[src/rtl/gshare_predictor_pkg.sv]
// Shared branch-predictor defaults; instantiators and ROB entry widths derive from these.
// Also holds the counter reset value helper used by the counter table.
package gshare_predictor_pkg;

  localparam int BP_IDX_BITS  = 7;
  localparam int BP_CNT_BITS  = 2;
  localparam int BP_HIST_BITS = 7;

  // Weakly not-taken: one below the taken threshold (MSB set).
  function automatic int unsigned bp_weak_nt(input int unsigned cnt_bits);
    return (32'd1 << (cnt_bits - 1)) - 32'd1;
  endfunction

endpackage

[src/rtl/bp_counter_table.sv]
// Saturating counter array: combinational read, write lands at the next clk edge (no bypass).
// Always accepts a write when wr_en is high; no backpressure.
module bp_counter_table
  import gshare_predictor_pkg::*;
#(
  parameter int IDX_BITS = BP_IDX_BITS,
  parameter int CNT_BITS = BP_CNT_BITS
) (
  input  logic                clk,
  input  logic                rst,
  input  logic [IDX_BITS-1:0] rd_idx,
  output logic [CNT_BITS-1:0] rd_cnt,
  input  logic                wr_en,
  input  logic [IDX_BITS-1:0] wr_idx,
  input  logic                wr_taken
);

  localparam int ENTRIES = 1 << IDX_BITS;
  localparam logic [CNT_BITS-1:0] CNT_INIT = CNT_BITS'(bp_weak_nt(CNT_BITS));

  logic [CNT_BITS-1:0] cnt_q [ENTRIES];
  logic [CNT_BITS-1:0] wr_cur;
  logic [CNT_BITS-1:0] wr_nxt;

  assign rd_cnt = cnt_q[rd_idx];
  assign wr_cur = cnt_q[wr_idx];

  always_comb begin
    wr_nxt = wr_cur;
    if (wr_taken) begin
      if (wr_cur != '1) wr_nxt = wr_cur + 1'b1;
    end else begin
      if (wr_cur != '0) wr_nxt = wr_cur - 1'b1;
    end
  end

  always_ff @(posedge clk or posedge rst) begin
    if (rst) begin
      for (int i = 0; i < ENTRIES; i++) cnt_q[i] <= CNT_INIT;
    end else if (wr_en) begin
      cnt_q[wr_idx] <= wr_nxt;
    end
  end

endmodule

[src/rtl/gshare_predictor.sv]
// gshare direction predictor: zero-latency combinational predict, trained/repaired at ROB commit.
// No backpressure; rdy low freezes all state. Optional commit/mispredict counters under BP_STATS_EN.
module gshare_predictor
  import gshare_predictor_pkg::*;
#(
  parameter int IDX_BITS  = BP_IDX_BITS,
  parameter int CNT_BITS  = BP_CNT_BITS,
  parameter int HIST_BITS = BP_HIST_BITS
) (
  input  logic                clk,
  input  logic                rst,
  input  logic                rdy,
  input  logic                if_query,
  input  logic [31:0]         if_pc,
  output logic                predict,
  output logic [IDX_BITS-1:0] pred_idx,
  input  logic                rob_commit,
  input  logic [IDX_BITS-1:0] commit_idx,
  input  logic                commit_taken,
  input  logic                commit_mispred,
  output logic [31:0]         stat_commits,
  output logic [31:0]         stat_mispreds
);

  logic                commit_en;
  logic [IDX_BITS-1:0] hist_idx;
  logic [CNT_BITS-1:0] rd_cnt;
  logic                unused_ok;

  assign commit_en = rdy & rob_commit;
  assign pred_idx  = if_pc[IDX_BITS+1:2] ^ hist_idx;
  assign predict   = rd_cnt[CNT_BITS-1];
  assign unused_ok = ^{if_pc[31:IDX_BITS+2], if_pc[1:0], if_query, commit_mispred};

  generate
    if (HIST_BITS > 0) begin : g_hist
      logic [HIST_BITS-1:0] ghr_spec;
      logic [HIST_BITS-1:0] ghr_arch;
      logic [HIST_BITS-1:0] ghr_arch_nxt;

      assign ghr_arch_nxt = (ghr_arch << 1) | HIST_BITS'(commit_taken);
      assign hist_idx     = IDX_BITS'(ghr_spec);

      // A mispredict flushes IF, so the repair overrides any same-cycle speculative shift.
      always_ff @(posedge clk or posedge rst) begin
        if (rst) begin
          ghr_spec <= '0;
          ghr_arch <= '0;
        end else if (rdy) begin
          if (rob_commit) ghr_arch <= ghr_arch_nxt;
          if (rob_commit && commit_mispred) ghr_spec <= ghr_arch_nxt;
          else if (if_query) ghr_spec <= (ghr_spec << 1) | HIST_BITS'(predict);
        end
      end
    end else begin : g_bimodal
      assign hist_idx = '0;
    end
  endgenerate

  bp_counter_table #(
    .IDX_BITS (IDX_BITS),
    .CNT_BITS (CNT_BITS)
  ) u_table (
    .clk      (clk),
    .rst      (rst),
    .rd_idx   (pred_idx),
    .rd_cnt   (rd_cnt),
    .wr_en    (commit_en),
    .wr_idx   (commit_idx),
    .wr_taken (commit_taken)
  );

`ifdef BP_STATS_EN
  always_ff @(posedge clk or posedge rst) begin
    if (rst) begin
      stat_commits  <= '0;
      stat_mispreds <= '0;
    end else if (commit_en) begin
      stat_commits <= stat_commits + 32'd1;
      if (commit_mispred) stat_mispreds <= stat_mispreds + 32'd1;
    end
  end
`else
  assign stat_commits  = '0;
  assign stat_mispreds = '0;
`endif

endmodule

[config.mk]
export PLATFORM = sky130hd
export DESIGN_NAME = gshare_predictor
export DESIGN_NICKNAME = d
export VERILOG_FILES = /design/src/rtl/gshare_predictor_pkg.sv /design/src/rtl/bp_counter_table.sv /design/src/rtl/gshare_predictor.sv
export SDC_FILE = /design/constraint.sdc
export NUM_CORES = 1
export LEC_CHECK = 0
export CORE_AREA = 2 2 161 163
export DETAILED_ROUTE_END_ITERATION = 7
export DIE_AREA = 0 0 163 165
export GPL_TIMING_DRIVEN = 0
export PLACE_DENSITY_LB_ADDON = 0.08
export SETUP_SLACK_MARGIN = 0.5
export SYNTH_ARGS = -nofsm -noshare
export SYNTH_HDL_FRONTEND = slang
export SYNTH_SLANG_ARGS = --single-unit
[constraint.sdc]
create_clock -name clk -period 11.6 [get_ports clk]
set_input_delay 1.16 -clock clk [delete_from_list [all_inputs] [get_ports clk]]
set_output_delay 1.16 -clock clk [all_outputs]
set_load 0.1 [all_outputs]
# Word-level counts from Yosys, hierarchy flattened
# Cells that the tools add are included.
[op_classes]
n_addsub = 2
magnitude_cmp = 3
n_eq_ne = 1
muxes = 14
n_bitwise = 6
reduce_logical = 6
[op_table]
columns = ["cell", "count"]
rows = [
  ["$bwmux W256", 1],
  ["$bmux W2 S7", 2],
  ["$ge A8 B8 Y1 const B", 2],
  ["$mux W2", 8],
  ["$not A7 Y8", 2],
  ["$demux W2 S7", 1],
  ["$mux W7", 2],
  ["$or A7 B1 Y7", 2],
  ["$lt A8 B1 Y1 const B", 1],
  ["$xor A7 B7 Y7", 1],
  ["$reduce_and A2 Y1", 2],
  ["$reduce_bool A2 Y1", 2],
  ["$add A2 B1 Y2 const B", 1],
  ["$logic_and A1 B1 Y1", 2],
  ["$ne A2 B2 Y1 const B", 1],
  ["$sub A2 B1 Y2 const B", 1],
  ["$and A1 B1 Y1", 1],
]
[totals]
register_bits = 269
in_bits = 46
out_inout_bits = 72
word_cells = 162

# Longest topological paths before layout
# Gate-level depths: netlist (run 1).
[logic_depth]
ltp_word = 8
ltp_mapped = 15
ltp_nobuf = 9

# Cells and area by module
# A second synthesis (run 1) with hierarchy kept.
[unflattened]
hier_cells = 1489
hier_area_um2 = 16121.7
[modules_own_cells]
columns = ["module", "n_inst", "cells_per_inst", "area_each_um2", "seq_area_each_um2"]
rows = [
  ["bp_counter_table", 1, 1375, 14995.6, 6566.3],
  ["gshare_predictor", 1, 114, 1126.1, 325.3],
]

# Worst setup path after synthesis (run 1)
# Ideal clock, no wire load.
[synth_path]
path_kind = "input to output"
startpoint = "in if_pc[4]"
endpoint = "out predict"
arrival_ps = 4432
required_ps = 10440
slack_ps = 6008
cell_stages = 10
n_path_buf = 2
cell_sequence = "xnor2_2 > inv_1 > buf_2 > buf_1 > mux4_2 > mux2i_1 > mux2i_1 > a22oi_1 > o41ai_1 > or3b_1"
[synth_via]
elab_chain_len = 5
[synth_rtl]
columns = ["item", "line", "source"]
rows = [
  ["start: declaration", "gshare_predictor.sv:14", "input logic [31:0] if_pc,"],
  ["$xor A7 B7 Y7", "gshare_predictor.sv:31", "assign pred_idx = if_pc[IDX_BITS+1:2] ^ hist_idx;"],
  ["via pred_idx[2]", "gshare_predictor.sv:16", "output logic [IDX_BITS-1:0] pred_idx,"],
  ["$not A7 Y8 (not written as such)", "bp_counter_table.sv:25", "assign rd_cnt = cnt_q[rd_idx];"],
  ["$bmux W2 S7", "bp_counter_table.sv:25", ""],
  ["$mux W2 (not written as such) (2 in a row)", "bp_counter_table.sv:25", ""],
  ["end: declaration", "gshare_predictor.sv:15", "output logic predict,"],
]
# The timed path passes the listed nets, and every way through them passes these cells. The select of a mux whose other input is x is not followed.

# Final worst setup path (run 1)
[layout_path]
startpoint = "in if_pc[3]"
endpoint = "out predict"
[layout_via]
elab_chain_len = 5
[layout_rtl]
columns = ["item", "line"]
rows = [
  ["$xor A7 B7 Y7", "gshare_predictor.sv:31"],
  ["$not A7 Y8 (not written as such)", "bp_counter_table.sv:25"],
  ["$bmux W2 S7", "bp_counter_table.sv:25"],
  ["$mux W2 (not written as such) (2 in a row)", "bp_counter_table.sv:25"],
]
# No other way between the ends. The select of a mux whose other input is x is not followed.

==> PnR_summary.wiki, run 1 <==
{| class="wikitable"
! Metric !! Value
|-
| Run status || complete, no violations
|-
| Antenna Cells || 0
|-
| Height of the die || 165 um
|-
| Port bufs || 23
|-
| Total global-route track usage || 0.3968
|-
| Number of placed instances, taps included || 2000
|-
| Die Width || 163 um
|-
| Multiplexer fraction of the synthesized cell area || 0.1193
|-
| Area of the core || 0.02504 sq mm
|-
| Number of rows created at floorplan || 58
|-
| Switching Share || 0.3489
|-
| Clock slew at the register clock pins of the worst setup and hold paths || 0.06 ns
|-
| Layout cell share with drive strength beyond 1 || 0.2289
|-
| Final antenna-violating net count || 0
|-
| TritonCTS clock tree || yes
|-
| Hold buffer count at CTS || 0
|-
| Area added between synthesis and finish || 11.81%
|-
| Power share of the combinational group || 0.262
|-
| Number of antenna violations at the first check in global routing || 1
|-
| Largest net degree at the start of global routing || 123
|-
| Worst EP required || 10.44 ns
|-
| Share of async-settable or async-resettable flops after synthesis || 1.000
|-
| Largest family of logic cells by synthesized area || compound AO/OA/AOI/OAI gates
|-
| Total wire length after detailed routing || 52.88 mm
|-
| Total Die Area || 0.02690 sq mm
|-
| Share of synthesized cell area in and, or, nand and nor gates || 0.1277
|-
| Reported leakage power || 6.794 nW
|-
| Top-Level Pins || 118
|-
| Dominant cells by area after synthesis || dfrtp_1 (23%), dfstp_2 (22%), mux4_2 (6.4%)
|-
| Number of gates resized after CTS || 0
|-
| Number of max-slew violations in the final report || 0
|-
| Share of synthesized area occupied by flip-flops and latches || 0.4534
|-
| Number of enable-type register cells in the synthesized netlist || 0
|-
| Final setup violation count || 0
|-
| Largest driver fanout on the critical path || 10
|-
| Post-CTS repair timing setup buffer count || 0
|-
| Clock latency of the later-clocked register in the worst-skew pair || 0.57 ns
|-
| Unrepaired setup endpoints after global routing || false
|-
| Area share of fa/ha/maj cells after synthesis || 0.001400
|-
| Wire length of the first global-routing pass || 78.91 mm
|-
| Starting density of the core || 0.6070
|-
| Register share of total power || 0.411
|-
| Portion of total power attributed to the clock network || 0.327
|-
| Final clock period utilization by the worst path || 0.5939
|-
| Final Hold Viols || 0
|-
| Library cell used as clock root buffer || clkbuf_16
|-
| Number of buffers on the longest clock path || 3
|-
| Leading cell types in the layout, fill and taps excluded || nand2_1 (200), nor2_1 (183), a21oi_1 (149)
|-
| Setup crit end kind || output port
|-
| Clock buffers created by TritonCTS || 29
|-
| Most common cell after layout, fill and taps aside || nand2_1
|-
| Fraction of the mapped netlist area in compound gates || 0.2140
|-
| Number of H-tree levels || 1
|-
| RePlAce Congestion || 0.9703
|-
| Area leader, netlist || dfrtp_1
|-
| Achievable clock frequency || 145.1 MHz
|-
| Register bit total from synthesis || 269
|-
| Average wire length per cell after detail routing || 25.83 um
|-
| Top FF cell, synth || dfrtp_1
|-
| Power density of the placed cells || 157.0 mW/mm^2
|-
| Slew @ Worst Pin || 1.240 ns
|-
| Syn Area/Cell || 9.607 sq um
|-
| Critical Path Slowest Stage Cell || clkdlybuf4s50_1
|-
| Setup clock skew after layout || 0.009740 ns
|-
| Total power consumption of the routed design || 0.002668 W
|-
| CP Cell Sequence || clkdlybuf4s50_1 -> xor2_1 -> buf_2 -> buf_2 -> mux4_2 -> mux2i_1 -> a32o_1 -> o41ai_1 -> or3b_1 -> clkdlybuf4s50_1
|-
| Synthesized-area fraction occupied by xor and xnor cells || 0.005022
|-
| Worst setup slack after layout || 4.710 ns
|-
| Clock period minus final worst setup slack || 6.890 ns
|-
| Maxcap violations || 0
|-
| Iteration count of the initial detailed-routing pass || 8
|-
| Via count of the first global-routing pass || 12.75k
|-
| Worst slack at placement || 4.775 ns
|-
| Vias post-DR || 13.48k
|-
| Layout Cells excl Fill || 2047
|-
| Synthesized area || 0.01520 sq mm
|-
| Final HPWL DP || 36.28 mm
|-
| Internal Pwr Total || 0.001737 W
|-
| Switching Power || 0.0009310 W
|-
| Synthesis Warnings || 0
|-
| Critical path data arrival time || 5.73 ns
|-
| Fraction of post-synthesis cell area in the top cell type by area || 0.2322
|-
| Via-to-Cell Ratio || 6.586
|-
| IR drop worst, VDD || 130.6 uV
|-
| Unique cell type count in the Yosys netlist || 70
|-
| CP Launch Type || input port
|-
| Final #Nets || 1747
|-
| Violation count after the first detailed-route iteration || 2141
|-
| Sink count of the clock tree || 269
|-
| Path class of the lowest-slack min-delay path || register to register
|-
| Final Core Density || 0.6788
|-
| Gr ovfl total || 0
|-
| Cells after Synth || 1582
|-
| Setup CP Type || input port to output port
|-
| Max transition margin || 0.1667
|-
| Number of remaining DRC errors || 0
|-
| Setup total negative slack || 0 ns
|-
| Highest cell delay on the worst timing path || 0.98 ns
|}
-- stage by stage --
step           hold slack, ns  cell area (sq um)
2_1_floorplan          0.4405              15430
3_3_place_gp           0.4486              16080
3_5_place_dp           0.4658              16140
4_1_cts                0.4745              16990
5_1_grt                0.4853              16990
6_report               0.4759              16990
-- Yosys cell counts, types with 7 or more instances --
cell	n
a21oi_1	149
mux2_2	33
clkbuf_1	73
o22ai_1	10
mux2i_1	45
a211oi_1	8
a22oi_1	17
inv_1	10
and3_1	11
dfstp_2	128
dfrtp_1	141
nand2b_1	7
nor2b_1	12
a221oi_1	21
nor3_1	9
o21ai_0	135
o31ai_1	39
nor2_1	183
a31oi_1	61
nand3_1	25
buf_4	70
buf_2	38
o31ai_4	15
nand2_1	200
mux4_2	43
buf_6	10
-- layer usage --
layer,routed length (um),share of wire,GRT usage
met5,0,0,0
met4,2843,0.054,0.1899
met3,6820,0.13,0.09442
met2,23220,0.44,0.6000
met1,20010,0.38,0.5427
-- final cells by class --
cell class | count | area (sq um)
Fill cell | 2054 | 8043
Multi-Input combinational cell | 1165 | 7345
Sequential cell | 269 | 6892
Tap cell | 330 | 412.9
Buffer | 199 | 1154
Clock inverter | 5 | 28.78
Timing Repair Buffer | 25 | 285.3
Clock buffer | 42 | 824.5
Inverter | 12 | 52.55
-- logic make-up (layout without fill, tap and decap cells) --
kind of cell,Yosys count,after routing
AND/OR/NAND/NOR,467,467
XOR/XNOR,7,7
buffers and inverters,211,283
AO/OA/AOI/OAI,502,502
adder cells (fa/ha/maj),2,2
flip-flops,269,269
other,1,64
multiplexers,123,123
-- worst paths after layout --
path / depth (start not counted) / startpoint / to / slack (ns)
max: 10 / if_pc[3] / predict / 4.71
min: 2 / u_table.cnt_q[32] / u_table.cnt_q[32] / 0.48
max reg2reg: 9 / g_hist.ghr_spec[1] / g_hist.ghr_spec[0] / 7.80
min reg2reg: 2 / u_table.cnt_q[32] / u_table.cnt_q[32] / 0.48
max in group asynchronous: 3 / rst / u_table.cnt_q[228] / 9.64
min in group asynchronous: 2 / rst / u_table.cnt_q[15] / 1.02
-- sequential cells by signal, indices dropped and copies added (netlist names) --
name and count:
g_hist.ghr_spec 7, u_table.cnt_q 256, g_hist.ghr_arch 6
-- power by group through the flow --
stage               logic (W)  registers, W  clock network, W
floorplan            0.000528       0.00108                 0
global placement     0.000674       0.00110                 0
detailed placement   0.000685       0.00111                 0
CTS                  0.000687       0.00109          0.000874
global route         0.000734       0.00110          0.000907
finish               0.000699       0.00110          0.000872
-- worst max-delay path, delay by kind of cell --
kind,cells,cell delay (ns)
multiplexers,2,0.62
AO/OA/AOI/OAI,2,0.27
buffers and inverters,4,2.40
XOR/XNOR,1,0.85
AND/OR/NAND/NOR,1,0.41
(Power assumes the default switching activity.)
==> run 2: changes to the inputs <==
Settings changed: CORE_AREA 2 2 161 163 to 2 2 164 166, DIE_AREA 0 0 163 165 to 0 0 166 168.
Clock period 11.6 ns to 7.02 ns, I/O delays scaled along.
==> run 2 against run 1 <==
Worst hold slack worse by 0.0061 ns. Cell count up 1.3%. Combinational power up 66%. Clock-buffer cell count up 4. Clock skew up 0.0048 ns. First-iteration DRC count down 9.8%. Critical path depth unchanged. Highest routed layer unchanged.
==> PnR_summary.wiki, run 2 (synthesis gave the netlist of run 1 again) <==
{| class="wikitable"
! Metric !! Value
|-
| Register ranked first by flip-flop count || u_table.cnt_q (unchanged)
|-
| Portion of total power attributed to the clock network || 0.344 (was 0.327)
|-
| Total global-route track usage || 0.3803 (was 0.3968)
|-
| IR drop worst, VDD || 211.3 uV (was 130.6 uV)
|-
| Reported leakage power || 6.883 nW (was 6.794 nW)
|-
| Internal Pwr Total || 0.002962 W (was 0.001737 W)
|-
| Setup total negative slack || 0 ns (unchanged)
|-
| Highest cell delay on the worst timing path || 0.98 ns (about the same)
|-
| Via count of the first global-routing pass || 13.19k (was 12.75k)
|-
| Number of max-slew violations in the final report || 0 (unchanged)
|-
| Final clock period utilization by the worst path || 0.8689
|-
| Critical Path Slowest Stage Cell || clkdlybuf4s50_1 (unchanged)
|-
| Clock latency of the later-clocked register in the worst-skew pair || 0.58 ns (was 0.57 ns)
|-
| Largest register FFs || 256 (unchanged)
|-
| # fillers || 2194 (was 2054)
|-
| Register share of total power || 0.399 (was 0.411)
|-
| Vias post-DR || 13.81k (was 13.48k)
|-
| Number of H-tree levels || 1 (unchanged)
|-
| Registers with the most flip-flops || u_table.cnt_q (256), g_hist.ghr_spec (7), g_hist.ghr_arch (6) (unchanged)
|-
| Total wire length after detailed routing || 53.40 mm (was 52.88 mm)
|-
| FF+latch area || 0.006892 sq mm (unchanged)
|-
| Buf+Inv Stages, Crit Path || 4 (unchanged)
|-
| Worst EP required || 6.32 ns (was 10.44 ns)
|-
| Layout Cells excl Fill || 2073 (was 2047)
|-
| Clock slew at the register clock pins of the worst setup and hold paths || 0.06 ns (about the same)
|-
| Switching Share || 0.3470 (was 0.3489)
|-
| Setup crit end kind || output port (unchanged)
|-
| Port bufs || 23 (unchanged)
|-
| Area of the core || 0.02635 sq mm (was 0.02504 sq mm)
|-
| Number of remaining DRC errors || 0 (unchanged)
|-
| Setup CP Type || input port to output port (unchanged)
|-
| Post-Route Hold Slack || 0.4699 ns (was 0.4759 ns)
|-
| Final antenna-violating net count || 0 (unchanged)
|-
| Post-CTS repair timing setup buffer count || 0 (unchanged)
|-
| Average wire length per cell after detail routing || 25.76 um (was 25.83 um)
|-
| Final Hold Viols || 0 (unchanged)
|-
| Number of antenna violations at the first check in global routing || 3 (was 1)
|-
| Switching Power || 0.001574 W (was 0.0009310 W)
|-
| TritonCTS clock tree || yes (unchanged)
|-
| Final #Nets || 1752 (was 1747)
|-
| Worst slack at placement || 1.002 ns (was 4.775 ns)
|-
| Worst setup slack after layout || 0.9201 ns (was 4.710 ns)
|-
| Largest net degree at the start of global routing || 43 (was 123)
|-
| Power share of the combinational group || 0.257 (was 0.262)
|-
| Die Width || 166 um (was 163 um)
|-
| Layout cell share with drive strength beyond 1 || 0.2348 (was 0.2289)
|-
| Area added between synthesis and finish || 13.14% (was 11.81%)
|-
| Iteration count of the initial detailed-routing pass || 6 (was 8)
|-
| Starting density of the core || 0.5768 (was 0.6070)
|-
| CP Cell Sequence || clkdlybuf4s50_1 -> xor2_1 -> buf_2 -> buf_2 -> mux4_2 -> mux2i_1 -> a32o_1 -> o41ai_1 -> or3b_1 -> clkdlybuf4s50_1 (unchanged)
|-
| CP Launch Type || input port (unchanged)
|-
| Number of placed instances, taps included || 2015 (was 2000)
|-
| Kind of cell adding the most delay to the critical path || buffers and inverters (unchanged)
|-
| Most common cell after layout, fill and taps aside || nand2_1 (unchanged)
|-
| Achievable clock frequency || 163.9 MHz
|-
| Violation count after the first detailed-route iteration || 1931 (was 2141)
|-
| Final setup violation count || 0 (unchanged)
|-
| Top-Level Pins || 118 (unchanged)
|-
| Number of rows created at floorplan || 60 (was 58)
|-
| Number of buffers on the longest clock path || 3 (unchanged)
|-
| Clock period minus final worst setup slack || 6.100 ns
|-
| Hold buffer count at CTS || 0 (unchanged)
|-
| RePlAce Congestion || 0.9880 (was 0.9703)
|-
| Setup clock skew after layout || 0.01457 ns (was 0.009740 ns)
|-
| Max transition margin || 0.1744 (was 0.1667)
|-
| Clock buffers created by TritonCTS || 30 (was 29)
|-
| Path class of the lowest-slack min-delay path || register to register (unchanged)
|-
| Area of combinational cells with multiple inputs || 0.007345 sq mm (unchanged)
|-
| Gr ovfl total || 0 (unchanged)
|-
| Number of gates resized after CTS || 0 (unchanged)
|-
| Final HPWL DP || 37.08 mm (was 36.28 mm)
|-
| Critical path data arrival time || 5.40 ns (was 5.73 ns)
|-
| Via-to-Cell Ratio || 6.659 (was 6.586)
|-
| Maxcap violations || 0 (unchanged)
|-
| Height of the die || 168 um (was 165 um)
|-
| Wire length of the first global-routing pass || 80.67 mm (was 78.91 mm)
|-
| Run status || complete, no violations (unchanged)
|-
| Power density of the placed cells || 263.8 mW/mm^2 (was 157.0 mW/mm^2)
|-
| Sink count of the clock tree || 269 (unchanged)
|-
| Leading cell types in the layout, fill and taps excluded || nand2_1 (200), nor2_1 (183), a21oi_1 (149) (unchanged)
|-
| Slew @ Worst Pin || 1.229 ns (was 1.240 ns)
|-
| Total Die Area || 0.02789 sq mm (was 0.02690 sq mm)
|-
| Largest driver fanout on the critical path || 10 (unchanged)
|-
| Unrepaired setup endpoints after global routing || false (unchanged)
|-
| Library cell used as clock root buffer || clkbuf_16 (unchanged)
|}
==> run 2: worst paths after layout <==
check	startpoint	endpoint	slack (ns)	cells past startpoint
setup reg to reg	g_hist.ghr_spec[1]	g_hist.ghr_spec[0]	3.09	9
max in group asynchronous	rst	u_table.cnt_q[238]	5.05	5
min in group asynchronous	rst	u_table.cnt_q[177]	0.64	2
hold reg to reg	u_table.cnt_q[34]	u_table.cnt_q[34]	0.47	2
hold / removal	u_table.cnt_q[34]	u_table.cnt_q[34]	0.47	2
setup / recovery	if_pc[3]	predict	0.92	10
==> run 2: through the flow <==
stage               power (W)  area [sq um]  utilization
detailed placement   0.002972         16220       0.6154
CTS                  0.004507         17190       0.6523
finish               0.004536         17200       0.6526
global route         0.004665         17190       0.6524
global placement     0.002944         16100       0.6108
floorplan            0.002665         15440            -
==> run 2: routing by layer <==
metal  vias to the layer above  share of wire  track usage
li1                       5853              -            -
met3                       216           0.12      0.08134
met2                      1043           0.44       0.5829
met4                         0          0.060       0.1974
met5                         -              0            0
met1                      6693           0.38       0.5142
==> run 2: cell type report <==
class / instances / area share
clock buffer: 46 / 0.05297
multi-input combinational: 1165 / 0.4271
antenna: 3 / 0.0004366
inverter: 12 / 0.002838
sequential: 269 / 0.4008
timing repair buffer: 29 / 0.02037
tap: 341 / 0.02481
clock inverter: 9 / 0.003565
buffer: 199 / 0.06709
==> run 2: worst reg2reg max path: stages, from the launching register on <==
cell and delay [ns]:
dfrtp_1 0.40, xor2_1 0.94, buf_2 0.51, buf_2 0.45
mux4_2 0.37, mux2i_1 0.27, a32o_1 0.22, o41ai_1 0.07
or3b_1 0.42, a21o_1 0.17
==> run 2: power groups by stage <==
stage / combinational [W] / clock [W] / sequential (W)
3_3_place_gp: 0.00112 / 0 / 0.00183
3_5_place_dp: 0.00114 / 0 / 0.00183
4_1_cts: 0.00114 / 0.00156 / 0.00181
2_1_floorplan: 0.000872 / 0 / 0.00179
6_report: 0.00116 / 0.00156 / 0.00181
5_1_grt: 0.00122 / 0.00162 / 0.00182
